$ cat src/rtl/game_pkg.sv
// Shared state codes, counter widths and BCD helper for the game sequencer.
package game_pkg;

    typedef enum logic [3:0] {
        ST_ATTRACT = 4'd0,
        ST_PLAY    = 4'd1,
        ST_PAUSE   = 4'd2,
        ST_DEATH   = 4'd3,
        ST_WAVE    = 4'd4,
        ST_OVER    = 4'd5
    } game_state_t;

    localparam int SCORE_W      = 16;
    localparam int LIVES_W      = 3;
    localparam int LEVEL_W      = 4;
    localparam int SCORE_DIGITS = SCORE_W / 4;

    // One BCD digit add: returns {carry_out, digit}.
    function automatic logic [4:0] bcd_digit_add(input logic [3:0] a,
                                                 input logic [3:0] b,
                                                 input logic       cin);
        logic [4:0] raw;
        raw = {1'b0, a} + {1'b0, b} + {4'b0000, cin};
        if (raw > 5'd9) begin
            return {1'b1, raw[3:0] + 4'd6};
        end else begin
            return {1'b0, raw[3:0]};
        end
    endfunction

endpackage

$ cat src/rtl/bcd_score_adder.sv
// Combinational 4-digit BCD adder; a carry out of the top digit pins the result at 9999.
module bcd_score_adder
    import game_pkg::*;
(
    input  logic [SCORE_W-1:0] addend_a,
    input  logic [SCORE_W-1:0] addend_b,
    output logic [SCORE_W-1:0] sum
);

    // Ripple the decimal carry digit by digit, then saturate on overflow.
    always_comb begin
        logic             carry_s;
        logic [4:0]       digit_s;
        logic [SCORE_W-1:0] sum_raw_s;
        carry_s   = 1'b0;
        digit_s   = 5'd0;
        sum_raw_s = {SCORE_W{1'b0}};
        for (int i = 0; i < SCORE_DIGITS; i++) begin
            digit_s = bcd_digit_add(addend_a[4*i +: 4], addend_b[4*i +: 4], carry_s);
            sum_raw_s[4*i +: 4] = digit_s[3:0];
            carry_s = digit_s[4];
        end
        if (carry_s) begin
            sum = 16'h9999;
        end else begin
            sum = sum_raw_s;
        end
    end

endmodule

$ cat src/rtl/game_state_controller.sv
// Top-level game sequencer: owns game state, score, lives, level and the playfield gating.
module game_state_controller
    import game_pkg::*;
#(
    parameter logic [LIVES_W-1:0] START_LIVES  = 3'd3,
    parameter logic [SCORE_W-1:0] ALIEN_POINTS = 16'h0010,
    parameter logic [7:0]         DEATH_FRAMES = 8'd90,
    parameter logic [7:0]         WAVE_FRAMES  = 8'd120,
    parameter logic [7:0]         OVER_FRAMES  = 8'd60
) (
    input  logic               clk_100MHz,
    input  logic               reset,
    input  logic               frame_tick,
    input  logic               start,
    input  logic               pause,
    input  logic               alien_hit,
    input  logic               player_hit,
    input  logic               aliens_cleared,
    input  logic               aliens_landed,
    output logic [3:0]         game_status,
    output logic               run_en,
    output logic               field_reset,
    output logic [SCORE_W-1:0] score,
    output logic [LIVES_W-1:0] lives,
    output logic [LEVEL_W-1:0] level
);

    game_state_t        state_r;
    logic [7:0]         timer_r;
    logic               run_en_r;
    logic               field_reset_r;
    logic [SCORE_W-1:0] score_r;
    logic [LIVES_W-1:0] lives_r;
    logic [LEVEL_W-1:0] level_r;

    logic start_d_r, alien_d_r, player_d_r, cleared_d_r, landed_d_r;
    logic start_edge_s, alien_edge_s, player_edge_s, cleared_edge_s, landed_edge_s;
    logic [8:0]         timer_inc_s;
    logic               death_expire_s, wave_expire_s, over_ready_s;
    logic [SCORE_W-1:0] score_sum_s;

    assign start_edge_s   = start          & ~start_d_r;
    assign alien_edge_s   = alien_hit      & ~alien_d_r;
    assign player_edge_s  = player_hit     & ~player_d_r;
    assign cleared_edge_s = aliens_cleared & ~cleared_d_r;
    assign landed_edge_s  = aliens_landed  & ~landed_d_r;

    // ">=" rather than "==" so a FRAMES value of 0 expires on the first tick.
    assign timer_inc_s    = {1'b0, timer_r} + 9'd1;
    assign death_expire_s = frame_tick & (timer_inc_s >= {1'b0, DEATH_FRAMES});
    assign wave_expire_s  = frame_tick & (timer_inc_s >= {1'b0, WAVE_FRAMES});
    assign over_ready_s   = (timer_r >= OVER_FRAMES);

    bcd_score_adder u_score_adder (
        .addend_a (score_r),
        .addend_b (ALIEN_POINTS),
        .sum      (score_sum_s)
    );

    // Game FSM with its frame timer, edge-detect history and all registered outputs.
    always_ff @(posedge clk_100MHz) begin
        if (reset) begin
            state_r       <= ST_ATTRACT;
            timer_r       <= 8'd0;
            run_en_r      <= 1'b0;
            field_reset_r <= 1'b0;
            score_r       <= {SCORE_W{1'b0}};
            lives_r       <= START_LIVES;
            level_r       <= {LEVEL_W{1'b0}};
            start_d_r     <= 1'b0;
            alien_d_r     <= 1'b0;
            player_d_r    <= 1'b0;
            cleared_d_r   <= 1'b0;
            landed_d_r    <= 1'b0;
        end else begin
            start_d_r     <= start;
            alien_d_r     <= alien_hit;
            player_d_r    <= player_hit;
            cleared_d_r   <= aliens_cleared;
            landed_d_r    <= aliens_landed;
            field_reset_r <= 1'b0;

            case (state_r)
                ST_ATTRACT: begin
                    if (start_edge_s) begin
                        state_r       <= ST_PLAY;
                        run_en_r      <= 1'b1;
                        field_reset_r <= 1'b1;
                        score_r       <= {SCORE_W{1'b0}};
                        lives_r       <= START_LIVES;
                        level_r       <= {LEVEL_W{1'b0}};
                        timer_r       <= 8'd0;
                    end
                end
                ST_PLAY: begin
                    if (alien_edge_s) begin
                        score_r <= score_sum_s;
                    end
                    if (landed_edge_s) begin
                        lives_r  <= {LIVES_W{1'b0}};
                        state_r  <= ST_OVER;
                        run_en_r <= 1'b0;
                        timer_r  <= 8'd0;
                    end else if (player_edge_s) begin
                        lives_r  <= (lives_r != {LIVES_W{1'b0}}) ? lives_r - 3'd1 : {LIVES_W{1'b0}};
                        state_r  <= (lives_r <= 3'd1) ? ST_OVER : ST_DEATH;
                        run_en_r <= 1'b0;
                        timer_r  <= 8'd0;
                    end else if (cleared_edge_s) begin
                        level_r  <= (level_r == 4'd15) ? level_r : level_r + 4'd1;
                        state_r  <= ST_WAVE;
                        run_en_r <= 1'b0;
                        timer_r  <= 8'd0;
                    end else if (pause) begin
                        state_r  <= ST_PAUSE;
                        run_en_r <= 1'b0;
                    end
                end
                ST_PAUSE: begin
                    if (!pause) begin
                        state_r  <= ST_PLAY;
                        run_en_r <= 1'b1;
                    end
                end
                ST_DEATH: begin
                    if (death_expire_s) begin
                        state_r  <= pause ? ST_PAUSE : ST_PLAY;
                        run_en_r <= ~pause;
                        timer_r  <= 8'd0;
                    end else if (frame_tick) begin
                        timer_r <= timer_inc_s[7:0];
                    end
                end
                ST_WAVE: begin
                    if (wave_expire_s) begin
                        state_r       <= ST_PLAY;
                        run_en_r      <= 1'b1;
                        field_reset_r <= 1'b1;
                        timer_r       <= 8'd0;
                    end else if (frame_tick) begin
                        timer_r <= timer_inc_s[7:0];
                    end
                end
                ST_OVER: begin
                    // Start is only honoured once the game-over screen has been shown long enough.
                    if (start_edge_s && over_ready_s) begin
                        state_r       <= ST_PLAY;
                        run_en_r      <= 1'b1;
                        field_reset_r <= 1'b1;
                        score_r       <= {SCORE_W{1'b0}};
                        lives_r       <= START_LIVES;
                        level_r       <= {LEVEL_W{1'b0}};
                        timer_r       <= 8'd0;
                    end else if (frame_tick && !over_ready_s) begin
                        timer_r <= timer_inc_s[7:0];
                    end
                end
                default: begin
                    state_r  <= ST_ATTRACT;
                    run_en_r <= 1'b0;
                    timer_r  <= 8'd0;
                end
            endcase
        end
    end

    assign game_status = state_r;
    assign run_en      = run_en_r;
    assign field_reset = field_reset_r;
    assign score       = score_r;
    assign lives       = lives_r;
    assign level       = level_r;

endmodule

$ cat config.mk
export PLATFORM = sky130hd
export DESIGN_NAME = game_state_controller
export DESIGN_NICKNAME = d
export VERILOG_FILES = /design/src/rtl/game_pkg.sv /design/src/rtl/bcd_score_adder.sv /design/src/rtl/game_state_controller.sv
export SDC_FILE = /design/constraint.sdc
export NUM_CORES = 1
export LEC_CHECK = 0
export BUFFER_PORTS_ARGS = -buffer_cell sky130_fd_sc_hd__clkbuf_2
export CORE_ASPECT_RATIO = 0.75
export CORE_MARGIN = 2
export CORE_UTILIZATION = 64
export DETAILED_ROUTE_END_ITERATION = 8
export PLACE_DENSITY = 0.95
export SLEW_MARGIN = 20
export SYNTH_ARGS = -nofsm -noshare
export SYNTH_HDL_FRONTEND = slang
export SYNTH_HIERARCHICAL = 1
export SYNTH_SLANG_ARGS = --single-unit
$ cat constraint.sdc
create_clock -name clk_100MHz -period 17.55 [get_ports clk_100MHz]
set_clock_uncertainty 0.1 [all_clocks]
set_input_delay 1.755 -clock clk_100MHz [delete_from_list [all_inputs] [get_ports clk_100MHz]]
set_output_delay 1.755 -clock clk_100MHz [all_outputs]
set_load 0.05 [all_outputs]
==> flow_metrics.tcl, run 1 <==
set metrics [dict create \
    avgViaCountPerCell 6.08 \
    maxSlewViolCount 0 \
    synth_cell_types 74 \
    die_h_um 67.1 \
    first_iter_violations 327 \
    dpl_worst_slack_ps 11460 \
    hold-worst-slack_ps 433 \
    ioPinCount 38 \
    rr_endpoint "score[7]" \
    whs_path_depth 2 \
    r2r_start "score[2]" \
    grt_pass1_vias 2840 \
    outcome "completed" \
    end_kind "register" \
    clock_sinks 41 \
    cp-start-kind "register" \
    yosys_warnings 6 \
    power_density_mw_per_mm2 113 \
    rrSetupSlack_ps 11330 \
    track_usage_pct 28.6 \
    cp_max_fo 7 \
    slowest_stage "fa_1" \
    core_sq_mm 0.00501 \
    area_delta_synth_final_pct 9.27 \
    irDropWorstVdd_v 0.0000719 \
    n_antenna_cell 0 \
    grt_overflow 0 \
    utilization_pct 74.2 \
    min_period_ps 6230 \
    rsz0062_at_grt "no" \
    dieWidth_um 88.2 \
    timing.fmax_ghz 0.161 \
    cts.htree.levels 2 \
    syn_area_sq_mm 0.00340 \
    grt_first_pass_wirelength_um 13300 \
    hp-class "reg -> reg" \
    dp_hpwl_um 6010 \
    cts_buffers 5 \
    critPathKind "reg -> reg" \
    avgSynthCellArea_sq_um 8.10 \
    post_cts_resized 0 \
    start_util_pct 67.9 \
    path_common_cell "fa_1" \
    clk_transition_reported_paths_ps 90 \
    via_count 3248 \
    critPathRequiredTime_ps 17620 \
    critical_path_arrival_ps 6300 \
    postRouteAntennaNets 0 \
    tightest_slew_ps 771 \
    synth_cells 420 \
    grt_antenna_before_repair 0 \
    wl_per_cell_um 15.3 \
    yosysSeqAreaShare_pct 24.1 \
    r2r_cells 26 \
    cpPeakStageDelay_ps 420 \
    fin_crit_sh_pct 35.5 \
    ys_ff_latch 41 \
    crit_end "score[7]" \
    hold_buffers 0 \
    max-cap-violations 0 \
    final-setup-viol-count 0 \
    synthArstFlopShare_pct 0 \
    tns_ps 0 \
    finalWorstSetupSlack_ps 11330 \
    cts_max_path_buffers 2 \
    nets 499 \
    cts_setup_buffers 0 \
    ys.flop_type "dfxtp_1" \
    drive_gt1_share_pct 15.6 \
    synth_edf_count 0 \
    first_pass_iters 5 \
    hold_violations 0 \
    postRouteWirelength_um 8190 \
    clockRootBuffer "clkbuf_8" \
    leakage_nw 1.62 \
    route.detailed.drc 0 \
    cts_tree "yes" \
    grt_max_degree 37 \
    port_buffers 36 \
    row_count 22 \
    worstSkewPairLatency_ps 310 \
    cp-startpoint "score[2]" \
    fp.dieArea_sq_mm 0.00592 \
    gp_congestion 0.948 \
    max_slew_margin_pct 48.6 \
]
cells in the final DEF, fill, tap and decap left out, types with 4 or more instances in the layout:
cell | Yosys | final
a22oi_1 | 19 | 19
nand2_1 | 24 | 24
nand2b_1 | 8 | 8
conb_1 | 2 | 21
xor2_1 | 5 | 5
ha_1 | 22 | 22
inv_1 | 34 | 34
xnor2_1 | 5 | 5
a211o_1 | 4 | 4
nor3_1 | 14 | 14
nor2_1 | 57 | 57
a21oi_2 | 5 | 5
dfxtp_1 | 41 | 41
a221oi_1 | 4 | 4
a22o_1 | 6 | 6
fa_1 | 7 | 7
a211oi_1 | 5 | 5
o211ai_1 | 7 | 7
clkbuf_2 | 0 | 36
a21oi_1 | 20 | 20
nor2b_1 | 16 | 16
clkbuf_8 | 1 | 7
a21o_1 | 5 | 5
nand3_1 | 6 | 6
o22ai_1 | 4 | 4
o21ai_0 | 15 | 15
through the flow:
step / power (mW) / std cells / instance area [sq um]
floorplan: 0.301 / 439 / 3470
global placement: 0.331 / 526 / 3610
finish: 0.419 / 534 / 3720
detailed placement: 0.341 / 526 / 3610
global route: 0.444 / 534 / 3720
CTS: 0.412 / 534 / 3710
routing by layer:
metal / share of wire (%) / wire [um] / vias up / track usage (%)
met5: 0 / 0 / - / 0
met4: 0.86 / 70 / 0 / 8.14
met3: 8.4 / 684 / 11 / 6.11
met2: 43 / 3560 / 161 / 43.4
met1: 47 / 3870 / 1516 / 41.2
li1: - / - / 1560 / -
final cells by class:
type	count	area [sq um]
clock buffers	7	96.3
inverters	34	128
well taps	72	90.1
fillers	378	1290
repair buffers	36	180
clock inverters	1	5.00
flip-flops and latches	41	821
multi-input cells	343	2400
sequential cells by signal, indices dropped and copies added, names as in the netlist:
register and flops:
alien_d_r 1, cleared_d_r 1, field_reset 1, game_status 3, landed_d_r 1, level 4, lives 3, player_d_r 1
run_en 1, score 16, start_d_r 1, timer_r 8
critical path: cells and delay by family, from the launching register on:
family / cells / cell delay, ps
flops: 1 / 340
xor+xnor: 4 / 930
compound gates: 6 / 1080
simple gates: 5 / 900
fa+ha+maj: 7 / 2420
buf+inv: 4 / 300
worst min-delay path by stage:
stage / startpoint / endpoint / slack (ps)
after floorplan: timer_r[1] / timer_r[1] / 460
after global placement: level[3] / level[3] / 390
after detailed placement: level[3] / level[3] / 400
after CTS: score[8] / score[8] / 440
after global routing: score[8] / score[8] / 470
final: score[8] / score[8] / 430
cell families (layout without fill, tap and decap cells):
kind of cell               Yosys count  after routing  synth area share (%)
and+or+nand+nor                    153            153                  23.0
AOI/OAI and AO/OA                  124            124                  28.0
buffers and inverters               55             78                  7.62
DFF                                 41             41                  24.1
adders and majority gates           29             29                  12.2
xor gates and xnor gates            11             11                  3.05
muxes                                5              5                  1.77
other                                2             21                 0.221
power by group:
group | leakage [nW] | switching [mW] | internal [mW]
Sequential | 0.334 | 0.0193 | 0.104
Clock | 0.0542 | 0.0347 | 0.0356
Combinational | 1.23 | 0.144 | 0.0808
Total | 1.62 | 0.198 | 0.220
Yosys cell counts, types with 3 or more instances:
cell	number	area share, %
nor2_1	57	6.3
dfxtp_1	41	24
inv_1	34	3.8
nand2_1	24	2.6
ha_1	22	8.1
a21oi_1	20	2.9
a22oi_1	19	4.2
nor2b_1	16	2.9
o21ai_0	15	2.2
nor3_1	14	2.1
nand2b_1	8	1.5
buf_2	7	1.0
fa_1	7	4.1
o211ai_1	7	1.5
a22o_1	6	1.5
clkbuf_1	6	0.66
nand3_1	6	0.88
a211oi_1	5	1.1
a21o_1	5	1.1
a21oi_2	5	1.3
xnor2_1	5	1.3
xor2_1	5	1.3
a211o_1	4	1.0
a221oi_1	4	1.0
buf_4	4	0.88
o22ai_1	4	0.74
and2_1	3	0.55
and3_1	3	0.55
mux2i_1	3	0.88
nand4_1	3	0.55
or3_1	3	0.55
(Power assumes the default switching activity.)
==> run 2: changes to the inputs <==
Settings changed: CORE_UTILIZATION 64 to 60, PLACE_DENSITY 0.95 to 0.93.
Clock period 17.55 ns to 6.1 ns, I/O delays scaled along.
==> flow_metrics.tcl, run 2 (same netlist as run 1, synthesis figures left out) <==
set metrics [dict create \
    whs_path_depth 2 \
    final-setup-viol-count 0 \
    die_h_um 69.2 \
    leakage_nw 1.65 \
    first_pass_iters 5 \
    max-cap-violations 0 \
    tightest_slew_ps 771 \
    row_count 23 \
    cts_buffers 5 \
    most-common-layout-cells "nor2_1, dfxtp_1, clkbuf_2, inv_1, nand2_1" \
    cp-start-kind "register" \
    grt_pass1_vias 3037 \
    clock_sinks 41 \
    power_density_mw_per_mm2 319 \
    clk_transition_reported_paths_ps 80 \
    hold-worst-slack_ps 433 \
    drive_gt1_share_pct 18.7 \
    core_sq_mm 0.00541 \
    r2r_cells 25 \
    hold_buffers 0 \
    r2r_start "score[1]" \
    fp.dieArea_sq_mm 0.00629 \
    first_iter_violations 287 \
    largest_reg_flops 16 \
    worstSkewPairLatency_ps 300 \
    outcome "completed" \
    min_period_ps 5870 \
    critPathKind "reg -> reg" \
    postRouteWirelength_um 8620 \
    critical_path_arrival_ps 5940 \
    irDropWorstVdd_v 0.000199 \
    cp-startpoint "score[1]" \
    fin_crit_sh_pct 96.2 \
    cts_tree "yes" \
    hold_violations 0 \
    area_delta_synth_final_pct 12.4 \
    avgViaCountPerCell 6.13 \
    final_common_cell "nor2_1" \
    hp-class "in -> reg" \
    cp_max_fo 6 \
    route.detailed.drc 0 \
    cts.htree.levels 2 \
    start_util_pct 62.9 \
    end_kind "register" \
    n_antenna_cell 0 \
    gp_congestion 0.922 \
    critPathRequiredTime_ps 6170 \
    grt_overflow 0 \
    dieWidth_um 90.9 \
    fin_total_pwr_mw 1.22 \
    wl_per_cell_um 16.0 \
    port_buffers 36 \
    cts_max_path_buffers 2 \
    dp_hpwl_um 6060 \
    track_usage_pct 26.6 \
    via_count 3312 \
    timing.fmax_ghz 0.170 \
    nets 503 \
    grt_max_degree 37 \
    grt_first_pass_wirelength_um 13800 \
    clockRootBuffer "clkbuf_8" \
    maxSlewViolCount 0 \
    hold_path_startpoint "aliens_cleared" \
    grt_antenna_before_repair 0 \
    ioPinCount 38 \
    max_slew_margin_pct 48.6 \
    postRouteAntennaNets 0 \
]
==> run 2: report_power, final <==
part	internal, mW	switching [mW]	total, mW
clock network	0.0900	0.0983	0.188
logic	0.251	0.428	0.679
registers	0.299	0.0547	0.353
==> run 2: final timing paths <==
check                     end  slack, ps
hold reg to reg      score[4]        440
hold / removal    cleared_d_r        430
setup reg to reg     score[6]        230
setup / recovery     score[6]        230
==> run 2: routing by layer <==
layer | track usage, % | part of all wire [%] | up-vias | wire length (um)
li1 | - | - | 1564 | -
met2 | 41.8 | 45 | 154 | 3920
met3 | 5.65 | 7.3 | 19 | 632
met4 | 8.92 | 1.7 | 0 | 148
met1 | 36.6 | 45 | 1575 | 3920
met5 | 0 | 0 | - | 0
==> run 2: area by class of cell <==
type                            instances  area, sq um
Fill cell                             406         1590
Inverter                               34          128
Multi-Input combinational cell        343         2480
Tap cell                               75         93.8
Timing Repair Buffer                   40          210
Clock buffer                            7         86.3
Sequential cell                        41          822
==> run 2: stage by stage <==
stage / worst slack (ps) / utilization (%) / setup TNS (ps) / cells / instance area [sq um]
CTS: 31.7 / 69.0 / 0 / 536 / 3730
detailed placement: -120 / 66.9 / -307 / 529 / 3620
global placement: 298 / 66.8 / 0 / 529 / 3610
finish: 229 / 70.7 / 0 / 540 / 3820
global route: -41.3 / 70.7 / -152 / 540 / 3820
floorplan: 161 / - / 0 / 439 / 3470
==> run 2: critical path, cell delays in order (launching register included) <==
cell	delay [ps]
dfxtp_2	360
inv_1	60
fa_1	540
nand2_2	150
a31oi_4	110
fa_1	380
inv_1	80
fa_2	480
nor2_4	170
inv_1	90
a21boi_4	150
fa_1	210
inv_1	50
fa_1	420
xor2_2	230
nor2_2	80
inv_1	100
a21boi_4	70
fa_1	420
fa_2	390
xor2_2	170
and2_4	190
o21ai_2	320
a211oi_1	100
a22oi_1	220
nor2_1	60
==> run 2: what timing repair did <==
item	4_1_cts	5_1_grt
pin swaps	0	2
endpoints found under the setup margin	11	16
buffers inserted	0	4
resized for setup	5	14
endpoints found under the hold margin	0	0
cloned	0	0
==> run 3: changes to the inputs <==
Settings changed: CORE_UTILIZATION 60 to 54, PLACE_DENSITY 0.93 to 0.89.
Clock period 6.1 ns to 5.1 ns, I/O delays scaled along.
==> flow_metrics.tcl, run 3 (same netlist as run 1, synthesis figures left out) <==
set metrics [dict create \
    outcome "finished with violations" \
    violations "setup timing" \
    start_util_pct 54.9 \
    finalWorstSetupSlack_ps -350 \
    drive_gt1_share_pct 29.2 \
    critPathRequiredTime_ps 5160 \
    grt_antenna_before_repair 0 \
    postRouteAntennaNets 0 \
    final-setup-viol-count 16 \
    fin_area_sq_mm 0.00425 \
    area_delta_synth_final_pct 24.9 \
    hold-worst-slack_ps 354 \
    first_pass_iters 5 \
    cp_max_fo 4 \
    whs_path_depth 2 \
    hold_violations 0 \
    rsz0062_at_grt "yes" \
    first_iter_violations 457 \
    avgViaCountPerCell 6.10 \
    max-cap-violations 0 \
    cts_tree "yes" \
    dpl_worst_slack_ps -360 \
    tightest_slew_ps 759 \
    cts_max_path_buffers 2 \
    core_sq_mm 0.00619 \
    most-common-layout-cells "nor2_1, dfxtp_1, buf_4, clkbuf_2, inv_1" \
    grt_pass1_vias 3433 \
    final_common_cell "nor2_1" \
    cts.htree.levels 2 \
    worstSkewPairLatency_ps 300 \
    grt_max_degree 37 \
    r2r_cells 26 \
    wl_per_cell_um 17.3 \
    end_kind "register" \
    via_count 3561 \
    fin_crit_sh_pct 107 \
    dp_hpwl_um 6500 \
    maxSlewViolCount 0 \
    die_h_um 72.7 \
    grt_overflow 0 \
    fp.dieArea_sq_mm 0.00696 \
    irDropWorstVdd_v 0.000226 \
    critical_path_arrival_ps 5510 \
    fin_total_pwr_mw 1.76 \
    max_slew_margin_pct 49.4 \
    cp-start-kind "register" \
    timing.fmax_ghz 0.183 \
    min_period_ps 5450 \
    clock_sinks 41 \
    hp-class "in -> reg" \
    critPathKind "reg -> reg" \
    gp_congestion 0.908 \
    track_usage_pct 28.8 \
    route.detailed.drc 0 \
    cts_buffers 5 \
    power_density_mw_per_mm2 413 \
    postRouteWirelength_um 10100 \
    nets 540 \
    dpl-instance-area_sq_mm 0.00391 \
    dieWidth_um 95.6 \
    ioPinCount 38 \
    port_buffers 36 \
    leakage_nw 1.85 \
    n_antenna_cell 0 \
    grt_first_pass_wirelength_um 16000 \
    row_count 25 \
    largest_reg_flops 16 \
    clockRootBuffer "clkbuf_8" \
    clk_transition_reported_paths_ps 100 \
]
[run 3: timing repair]
item                                    CTS  global route
hold buffers                              0             0
buffers inserted                          9             5
resized for setup                        17             8
endpoints found under the setup margin   16            16
pin swaps                                15             5
[run 3: per-stage QoR]
stage	setup TNS, ps	cells	utilization [%]
after floorplan	0	439	-
after global placement	-1800	562	63.2
after detailed placement	-4350	562	63.2
after CTS	-1360	579	67.5
after global routing	-6530	584	68.6
final	-3360	584	68.6
[run 3: worst paths after layout]
path | from | endpoint | slack, ps
worst max-delay path | score[1] | score[9] | -350
worst min-delay path | aliens_cleared | cleared_d_r | 350
worst max register to register | score[1] | score[9] | -350
worst min register to register | level[3] | level[3] | 420
[run 3: cell type report]
class | count | area [sq um]
clock buffers | 5 | 68.8
well taps | 81 | 101
flip-flops and latches | 41 | 827
inverters | 34 | 128
multi-input cells | 343 | 2550
clock inverters | 3 | 65.1
fillers | 456 | 1950
repair buffers | 77 | 503
[run 3: per-layer routing]
layer | up-vias | GRT usage [%] | wire length (um)
li1 | 1636 | - | -
met1 | 1654 | 38.2 | 4260
met2 | 237 | 48.2 | 4780
met3 | 34 | 4.24 | 847
met4 | 0 | 10.0 | 239
met5 | - | 0 | 0
[run 3: power by group]
part	switching [mW]	internal [mW]	leakage (nW)
sequential	0.0666	0.357	0.335
clock	0.125	0.195	0.0681
combinational	0.583	0.429	1.45
total	0.775	0.981	1.85
[run 3: worst max-delay path: stages (launching register included)]
cell and delay [ps]:
dfxtp_4 350, inv_2 30, fa_1 490, nand2_2 120
a31oi_4 90, fa_2 350, inv_2 60, fa_2 450
nor2_2 110, inv_1 60, a21boi_2 160, fa_2 270
inv_2 60, fa_2 360, xor2_2 180, nor2_2 70
inv_2 60, a21boi_2 70, fa_2 370, fa_2 410
xor2_2 170, and2_4 190, buf_6 120, o211ai_1 160
mux2i_1 110, a22oi_1 250, nor2_1 90
